[config.mk]
export PLATFORM = sky130hd
export DESIGN_NAME = button_gesture_decoder
export DESIGN_NICKNAME = d
export VERILOG_FILES = /design/src/rtl/button_gesture_decoder.sv
export SDC_FILE = /design/constraint.sdc
export NUM_CORES = 1
export LEC_CHECK = 0
export ABC_AREA = 1
export BUFFER_PORTS_ARGS = -buffer_cell sky130_fd_sc_hd__buf_2
export CORE_MARGIN = 10
export CORE_UTILIZATION = 28
export DETAILED_ROUTE_END_ITERATION = 8
export SYNTH_ARGS = -nofsm -noshare
export SYNTH_HDL_FRONTEND = slang
export SYNTH_SLANG_ARGS = --single-unit
export TNS_END_PERCENT = 30
[constraint.sdc]
create_clock -name clk -period 2.2 [get_ports clk]
set_input_delay 0.44 -clock clk [delete_from_list [all_inputs] [get_ports clk]]
set_output_delay 0.44 -clock clk [all_outputs]
set_load 0.03 [all_outputs]
[src/rtl/button_gesture_decoder.sv]
// Turns a debounced button level into press/release/click/double-click/long-press pulses.
// Define GESTURE_REPEAT_EN to enable auto-repeat pulses while held after a long press.
module button_gesture_decoder #(
  parameter int unsigned LONG_TICKS   = 50_000_000,
  parameter int unsigned DOUBLE_TICKS = 12_000_000,
  parameter int unsigned REPEAT_TICKS = 10_000_000
) (
  input  logic clk,
  input  logic rst,
  input  logic debounced_in,
  output logic press_pulse,
  output logic release_pulse,
  output logic short_click,
  output logic double_click,
  output logic long_press,
  output logic repeat_pulse,
  output logic busy
);

  // state    | meaning
  // S_IDLE   | no gesture in progress
  // S_PRESS1 | first press held, timing toward long press
  // S_GAP    | released once, waiting for a second press
  // S_PRESS2 | second press held, double click unless it becomes a long press
  // S_HELD   | long press reported, waiting for release
  typedef enum logic [2:0] {
    S_IDLE   = 3'd0,
    S_PRESS1 = 3'd1,
    S_GAP    = 3'd2,
    S_PRESS2 = 3'd3,
    S_HELD   = 3'd4
  } state_t;

  localparam int unsigned MAX_LD    = (LONG_TICKS > DOUBLE_TICKS) ? LONG_TICKS : DOUBLE_TICKS;
  localparam int unsigned MAX_TICKS = (MAX_LD > REPEAT_TICKS) ? MAX_LD : REPEAT_TICKS;
  localparam int unsigned CNT_W     = $clog2(MAX_TICKS + 1);

  localparam logic [CNT_W-1:0] CNT_MAX   = '1;
  localparam logic [CNT_W-1:0] LONG_TC   = CNT_W'(LONG_TICKS - 1);
  localparam logic [CNT_W-1:0] DOUBLE_TC = CNT_W'(DOUBLE_TICKS - 1);
`ifdef GESTURE_REPEAT_EN
  localparam logic [CNT_W-1:0] REPEAT_TC = CNT_W'(REPEAT_TICKS - 1);
`endif

  state_t           state;
  logic [CNT_W-1:0] count;
  logic [CNT_W-1:0] count_inc;
  logic             level_q;
  logic             rise;
  logic             fall;

  assign rise = debounced_in & ~level_q;
  assign fall = ~debounced_in & level_q;

  // Terminal compares fire one count early so the pulse lands exactly N cycles after its trigger.
  assign count_inc = (count == CNT_MAX) ? count : count + CNT_W'(1);

  always_ff @(posedge clk or negedge rst) begin
    if (!rst) begin
      state         <= S_IDLE;
      count         <= '0;
      level_q       <= 1'b0;
      press_pulse   <= 1'b0;
      release_pulse <= 1'b0;
      short_click   <= 1'b0;
      double_click  <= 1'b0;
      long_press    <= 1'b0;
      repeat_pulse  <= 1'b0;
      busy          <= 1'b0;
    end else begin
      level_q       <= debounced_in;
      press_pulse   <= rise;
      release_pulse <= fall;
      short_click   <= 1'b0;
      double_click  <= 1'b0;
      long_press    <= 1'b0;
      repeat_pulse  <= 1'b0;

      case (state)
        S_IDLE: begin
          count <= '0;
          if (rise) begin
            state <= S_PRESS1;
            busy  <= 1'b1;
          end
        end

        S_PRESS1: begin
          if (count == LONG_TC) begin
            long_press <= 1'b1;
            state      <= S_HELD;
            count      <= '0;
          end else if (fall) begin
            state <= S_GAP;
            count <= '0;
          end else begin
            count <= count_inc;
          end
        end

        // A rise on the expiry cycle still counts as the second press.
        S_GAP: begin
          if (rise) begin
            state <= S_PRESS2;
            count <= '0;
          end else if (count == DOUBLE_TC) begin
            short_click <= 1'b1;
            state       <= S_IDLE;
            busy        <= 1'b0;
            count       <= '0;
          end else begin
            count <= count_inc;
          end
        end

        S_PRESS2: begin
          if (count == LONG_TC) begin
            long_press <= 1'b1;
            state      <= S_HELD;
            count      <= '0;
          end else if (fall) begin
            double_click <= 1'b1;
            state        <= S_IDLE;
            busy         <= 1'b0;
            count        <= '0;
          end else begin
            count <= count_inc;
          end
        end

        // Level check, so a release coinciding with the long-press terminal count exits here.
        S_HELD: begin
          if (!debounced_in) begin
            state <= S_IDLE;
            busy  <= 1'b0;
            count <= '0;
          end else begin
`ifdef GESTURE_REPEAT_EN
            if (count == REPEAT_TC) begin
              repeat_pulse <= 1'b1;
              count        <= '0;
            end else begin
              count <= count_inc;
            end
`else
            count <= '0;
`endif
          end
        end

        default: begin
          state <= S_IDLE;
          busy  <= 1'b0;
          count <= '0;
        end
      endcase
    end
  end

endmodule

; After elaboration in Yosys (flattened, before gate mapping)
; Index checks and enable logic that the tools add are counted.
[classes]
reduce_logical = 4
bitwise = 5
n_addsub = 1
n_eq_ne = 16
n_mux = 30
[op_table]
columns = operator, n
row1 = $mux 26, 5
row2 = $eq 26x26->1 const B, 2
row3 = $pmux 26 s2, 1
row4 = $add 26x1->26 const B, 1
row5 = $eq 26x24->1 const B, 1
row6 = $mux 3, 8
row7 = $pmux 3 s5, 1
row8 = $mux 1, 14
row9 = $ne 2x2->1 const B, 6
row10 = $ne 3x3->1 const B, 3
row11 = $reduce_and 7->1, 1
row12 = $eq 3x2->1 const B, 2
row13 = $pmux 1 s5, 1
row14 = $reduce_and 5->1, 1
row15 = $eq 3x1->1 const B, 1
row16 = $eq 3x3->1 const B, 1
row17 = $logic_not 3->1, 1
row18 = $not 1->1, 3
row19 = $and 1x1->1, 2
row20 = $reduce_or 2->1, 1
[word_totals]
regBits = 36
inputBits = 3

; Depth between registers and ports, before layout
[depth]
word_depth = 5
mapped_depth = 11

; Worst setup path before layout
; No wires, ideal clock.
[synth_path]
path_kind = register to register
from = register count[0]
to = register count[21]
t_arrival_ns = 1.555
path_buffers = 1
stages_incl_launch_ff = 12
setup_slack_ns = 0.533
synth_period_minus_slack_ns = 1.667
cell_sequence = dfrtp_1 > ha_1 > inv_1 > nor2_4 > nand2_2 > nor2_1 > nand2_1 > nand2_2 > nand2_4 > buf_6 > nand2_1 > inv_2
[synth_via]
elab_chain_len = 5
[synth_rtl]
columns = item, line_no
row1 = "start, declared", 46  ; logic [CNT_W-1:0] count;
row2 = "start signal, assigned", 97  ; count <= count_inc;
row3 = "start signal, assigned", 112  ; count <= count_inc;
row4 = "start signal, assigned", 127  ; count <= count_inc;
row5 = $add 26x1->26 or $eq 26x26->1 (tied branches), 56  ; assign count_inc = (count == CNT_MAX) ? count : count + CNT_W'(1);
row6 = $mux 26, 56
row7 = "$mux 26, on equally long branches", "93, 121, 106"
row8 = "$mux 26, on equally long branches", "117, 103"
row9 = $pmux 26 s2 *, 79  ; case (state)
; Every way passes the cells marked *; elsewhere a longest branch is shown, timed or not.
; A chain may end at the register's enable or synchronous reset.

; Worst setup path after layout
[layout_path]
from = register count[0]
to = register count[7]
; The elaborated chain is that of the path after synthesis.

==> summary.log <==
[outcome] outcome completed
[placement] weighted congestion reported at the end of routability-driven placement 0.949
[setup_path] Register-to-Register Path Depth 8
[timing] transition time at the pin with the least slew margin 0.790 ns
[synthesis] share of synthesized flip-flops with an asynchronous set or reset 1.00
[timing] final worst path period share 0.877
[synthesis] Mapped Nets 333
[job] max-capacitance violation count 0
[cts] H-Tree Depth 2
[finish] Area growth, synth to finish 9.91%
[floorplan] Die Ht 110 um
[floorplan] effective utilization at floorplan 0.290
[setup_path] kind of launch point of the worst setup path register
[pwr] internal cell power 1.04 mW
[cts] Inserted Clock Buffers 5
[detailed_routing] DRC violation count after routing 0
[timing] pins over their slew limit 0
[pwr] register share of total power 0.473
[floorplan] Ports 10
[timing] normalized max-slew margin 0.473
[finish] Design Area, Final 0.00248 mm^2
[placement] DPL Wire Length 4040 um
[finish] number of antenna diodes 0
[synthesis] area fraction of the dominant cell type after synthesis 0.398
[min_path] worst min-delay path category in2async
[placement] placed inst area 0.00241 mm^2
[detailed_routing] detailed-router iteration count before antenna repair 4
[floorplan] Horiz. Die Dim 110 um
[global_route] maximum number of pins on one net before global-route repair 37
[timing] Hold WS 0.229 ns
[synthesis] Netlist cell types 26
[floorplan] Placeable Area 0.00781 mm^2
[synthesis] largest cells by area after synthesis sky130_fd_sc_hd__dfrtp_1, sky130_fd_sc_hd__nand2_1, sky130_fd_sc_hd__nor2_1
[detailed_routing] final WL 5180 um
[timing] achievable clock frequency 518 MHz
[synthesis] simple-gate share of the synthesized area 0.386
[global_route] M2 GR Usage 0.143
[floorplan] area of the die 0.0121 mm^2
[pwr] switching component of the power 0.572 mW
[synthesis] count leader, synth sky130_fd_sc_hd__nand2_1
[synthesis] adder-cell share of the synthesized area 0.00553
[cts] clock sink total 36
[synthesis] Synth Area in Compound Gates 0.0393
[synthesis] Post-synth EDFFs 0
[setup_path] kind of end point of the critical path register
[pwr] Combinational Power Share 0.254
[pwr] clock share of power 0.274
[cts] Post-CTS Hold Fix Bufs 0
[setup_path] CP max FO 17
[synthesis] Yosys warning count 0
[detailed_routing] final routed wire length divided by cell count 11.7 um
[synthesis] synth cell count leaders sky130_fd_sc_hd__nand2_1, sky130_fd_sc_hd__nor2_1, sky130_fd_sc_hd__inv_1
[placement] IO Port Bufs 8
[pwr] power density over cell area 651 mW/mm^2
[floorplan] number of standard-cell rows in the floorplan 32
[synthesis] xor and xnor fraction of the mapped netlist area 0.0736
[cts] buffer type at the clock tree root sky130_fd_sc_hd__clkbuf_8
[synthesis] post-synthesis area per instance 6.87 um^2
[placement] Worst Setup Slack post-DPL 0.262 ns
[finish] nets@finish 345
[global_route] Total Routing Usage GR 0.0930
[timing] fin crit period 1.93 ns
[pwr] peak supply drop 193 uV
[timing] number of hold violations in the final report 0
[finish] end-of-flow core utilization 0.318
[setup_path] Req. time, crit path 2.36 ns
[timing] sum of negative setup slack 0 ns
[cts] TritonCTS clock tree done
[detailed_routing] number of design-rule violations left by the first detailed-router iteration 180
[global_route] initial antenna violation count 0
[global_route] grt total ovfl 0
[global_route] number of global-route vias before repair 1933
[timing] Worst Clk Skew 0.00535 ns
[timing] least setup slack across all paths after layout 0.270 ns
[pwr] P_leak 1.24 nW
[setup_path] Critical Setup Path Class reg2reg
[finish] ratio of cells with drive above 1 in the final layout 0.0880
[global_route] met1 routing resource usage after global routing 0.121
[timing] unrepaired setup endpoints after global routing false
[pwr] Sw Ratio 0.354
[synthesis] #FFs+latches synth 36
[synthesis] combinational family with the most area after synthesis simple AND/OR/NAND/NOR gates
[detailed_routing] remaining number of nets flagged by the antenna check after routing 0
[cts] number of buffers between clock root and the deepest sink 2
[detailed_routing] post-DR vias/cell 4.44
[detailed_routing] total via count after detailed routing 1967
[global_route] first-pass GRT wire length 9040 um
[synthesis] multiplexer share of the synthesized area 0
[synthesis] most frequently used flop master after synthesis sky130_fd_sc_hd__dfrtp_1
[cts] worst skew pair latency 0.29 ns
[timing] final count of negative-setup-slack endpoints 0
[pwr] power consumption 1.62 mW
[finish] final std cells w/o fill 443
[global_route] busiest layer in global routing met2
[placement] Cell Count Post-Placement 436
[cts] clk slew on worst S/H paths 0.07 ns
[synthesis] Gate Count Post-Synth 329
[synthesis] post-synthesis instance area 0.00226 mm^2
[setup_path] Arrival @ worst endpoint 2.09 ns
[synthesis] biggest area consumer among synthesized cells sky130_fd_sc_hd__dfrtp_1
[synthesis] sequential area share after synthesis 0.398
[cts] post-cts resize count 0
[global_route] met3 Usage GRT 0.0217
[cts] post-CTS setup-driven buffer insertion count 0
[worst max-delay path: stages (launching register included)]
cell,delay [ns]
sky130_fd_sc_hd__dfrtp_1,0.45
sky130_fd_sc_hd__ha_1,0.27
sky130_fd_sc_hd__nand3_2,0.16
sky130_fd_sc_hd__nor2_4,0.16
sky130_fd_sc_hd__nand3_2,0.12
sky130_fd_sc_hd__o21ai_4,0.21
sky130_fd_sc_hd__nand2_4,0.17
sky130_fd_sc_hd__inv_2,0.19
sky130_fd_sc_hd__a21oi_1,0.06
[cell families (layout without fill, tap and decap cells)]
kind of cell | count (synthesis) | count (layout)
DFF | 36 | 36
adders and majority gates | 1 | 1
buffers and inverters | 54 | 66
xor gates and xnor gates | 19 | 19
other | 1 | 1
AOI/OAI and AO/OA | 15 | 15
and+or+nand+nor | 203 | 203
[path summary, 6_finish.rpt]
check                                   from   endpoint  slack (ns)
worst max-delay path                count[0]   count[7]        0.27
worst min-delay path                     rst    level_q        0.23
worst max register to register      count[0]   count[7]        0.27
worst min register to register          busy       busy        0.50
max in group asynchronous                rst  count[21]        1.47
min in group clk                debounced_in    level_q        0.28
[cell type report]
class	instances	area, um^2
clock inverter	1	5.00
timing repair buffer	9	47.5
sequential	36	901
tap	102	128
inverter	50	188
clock buffer	6	72.6
fill	855	5320
multi-input combinational	239	1140
[power groups by stage]
stage	clock, mW	sequential, mW	combinational, mW
after floorplan	0	0.789	0.317
after global placement	0	0.772	0.416
after detailed placement	0	0.775	0.418
after CTS	0.461	0.763	0.419
after global routing	0.492	0.773	0.476
final	0.443	0.764	0.410
[routing by layer]
layer  share of wire  wire [um]
met3           0.070        361
met1            0.46       2390
met4           0.022        112
met2            0.45       2320
met5               0          0
[registers in the layout, indices dropped and copies added (netlist names)]
| register | cells |
|---|---|
| long_press | 1 |
| level_q | 1 |
| double_click | 1 |
| state | 3 |
| count | 26 |
| short_click | 1 |
| press_pulse | 1 |
| busy | 1 |
| release_pulse | 1 |
[cells in the final DEF, fill, tap and decap left out, types with 2 or more instances in the layout]
cell and instances:
sky130_fd_sc_hd__dfrtp_1 36, sky130_fd_sc_hd__nor2_4 3, sky130_fd_sc_hd__xor2_1 16, sky130_fd_sc_hd__inv_1 48, sky130_fd_sc_hd__clkbuf_8 5, sky130_fd_sc_hd__a21oi_1 11, sky130_fd_sc_hd__nor2_2 2, sky130_fd_sc_hd__nand3_1 15
sky130_fd_sc_hd__xnor2_1 3, sky130_fd_sc_hd__nor3_1 7, sky130_fd_sc_hd__nand2_2 3, sky130_fd_sc_hd__inv_2 2, sky130_fd_sc_hd__nand4_1 7, sky130_fd_sc_hd__o21ai_0 2, sky130_fd_sc_hd__nor2_1 53, sky130_fd_sc_hd__nand3_2 2
sky130_fd_sc_hd__nand2_1 108, sky130_fd_sc_hd__buf_2 8
No activity file was read; power rests on OpenSTA's default activity.
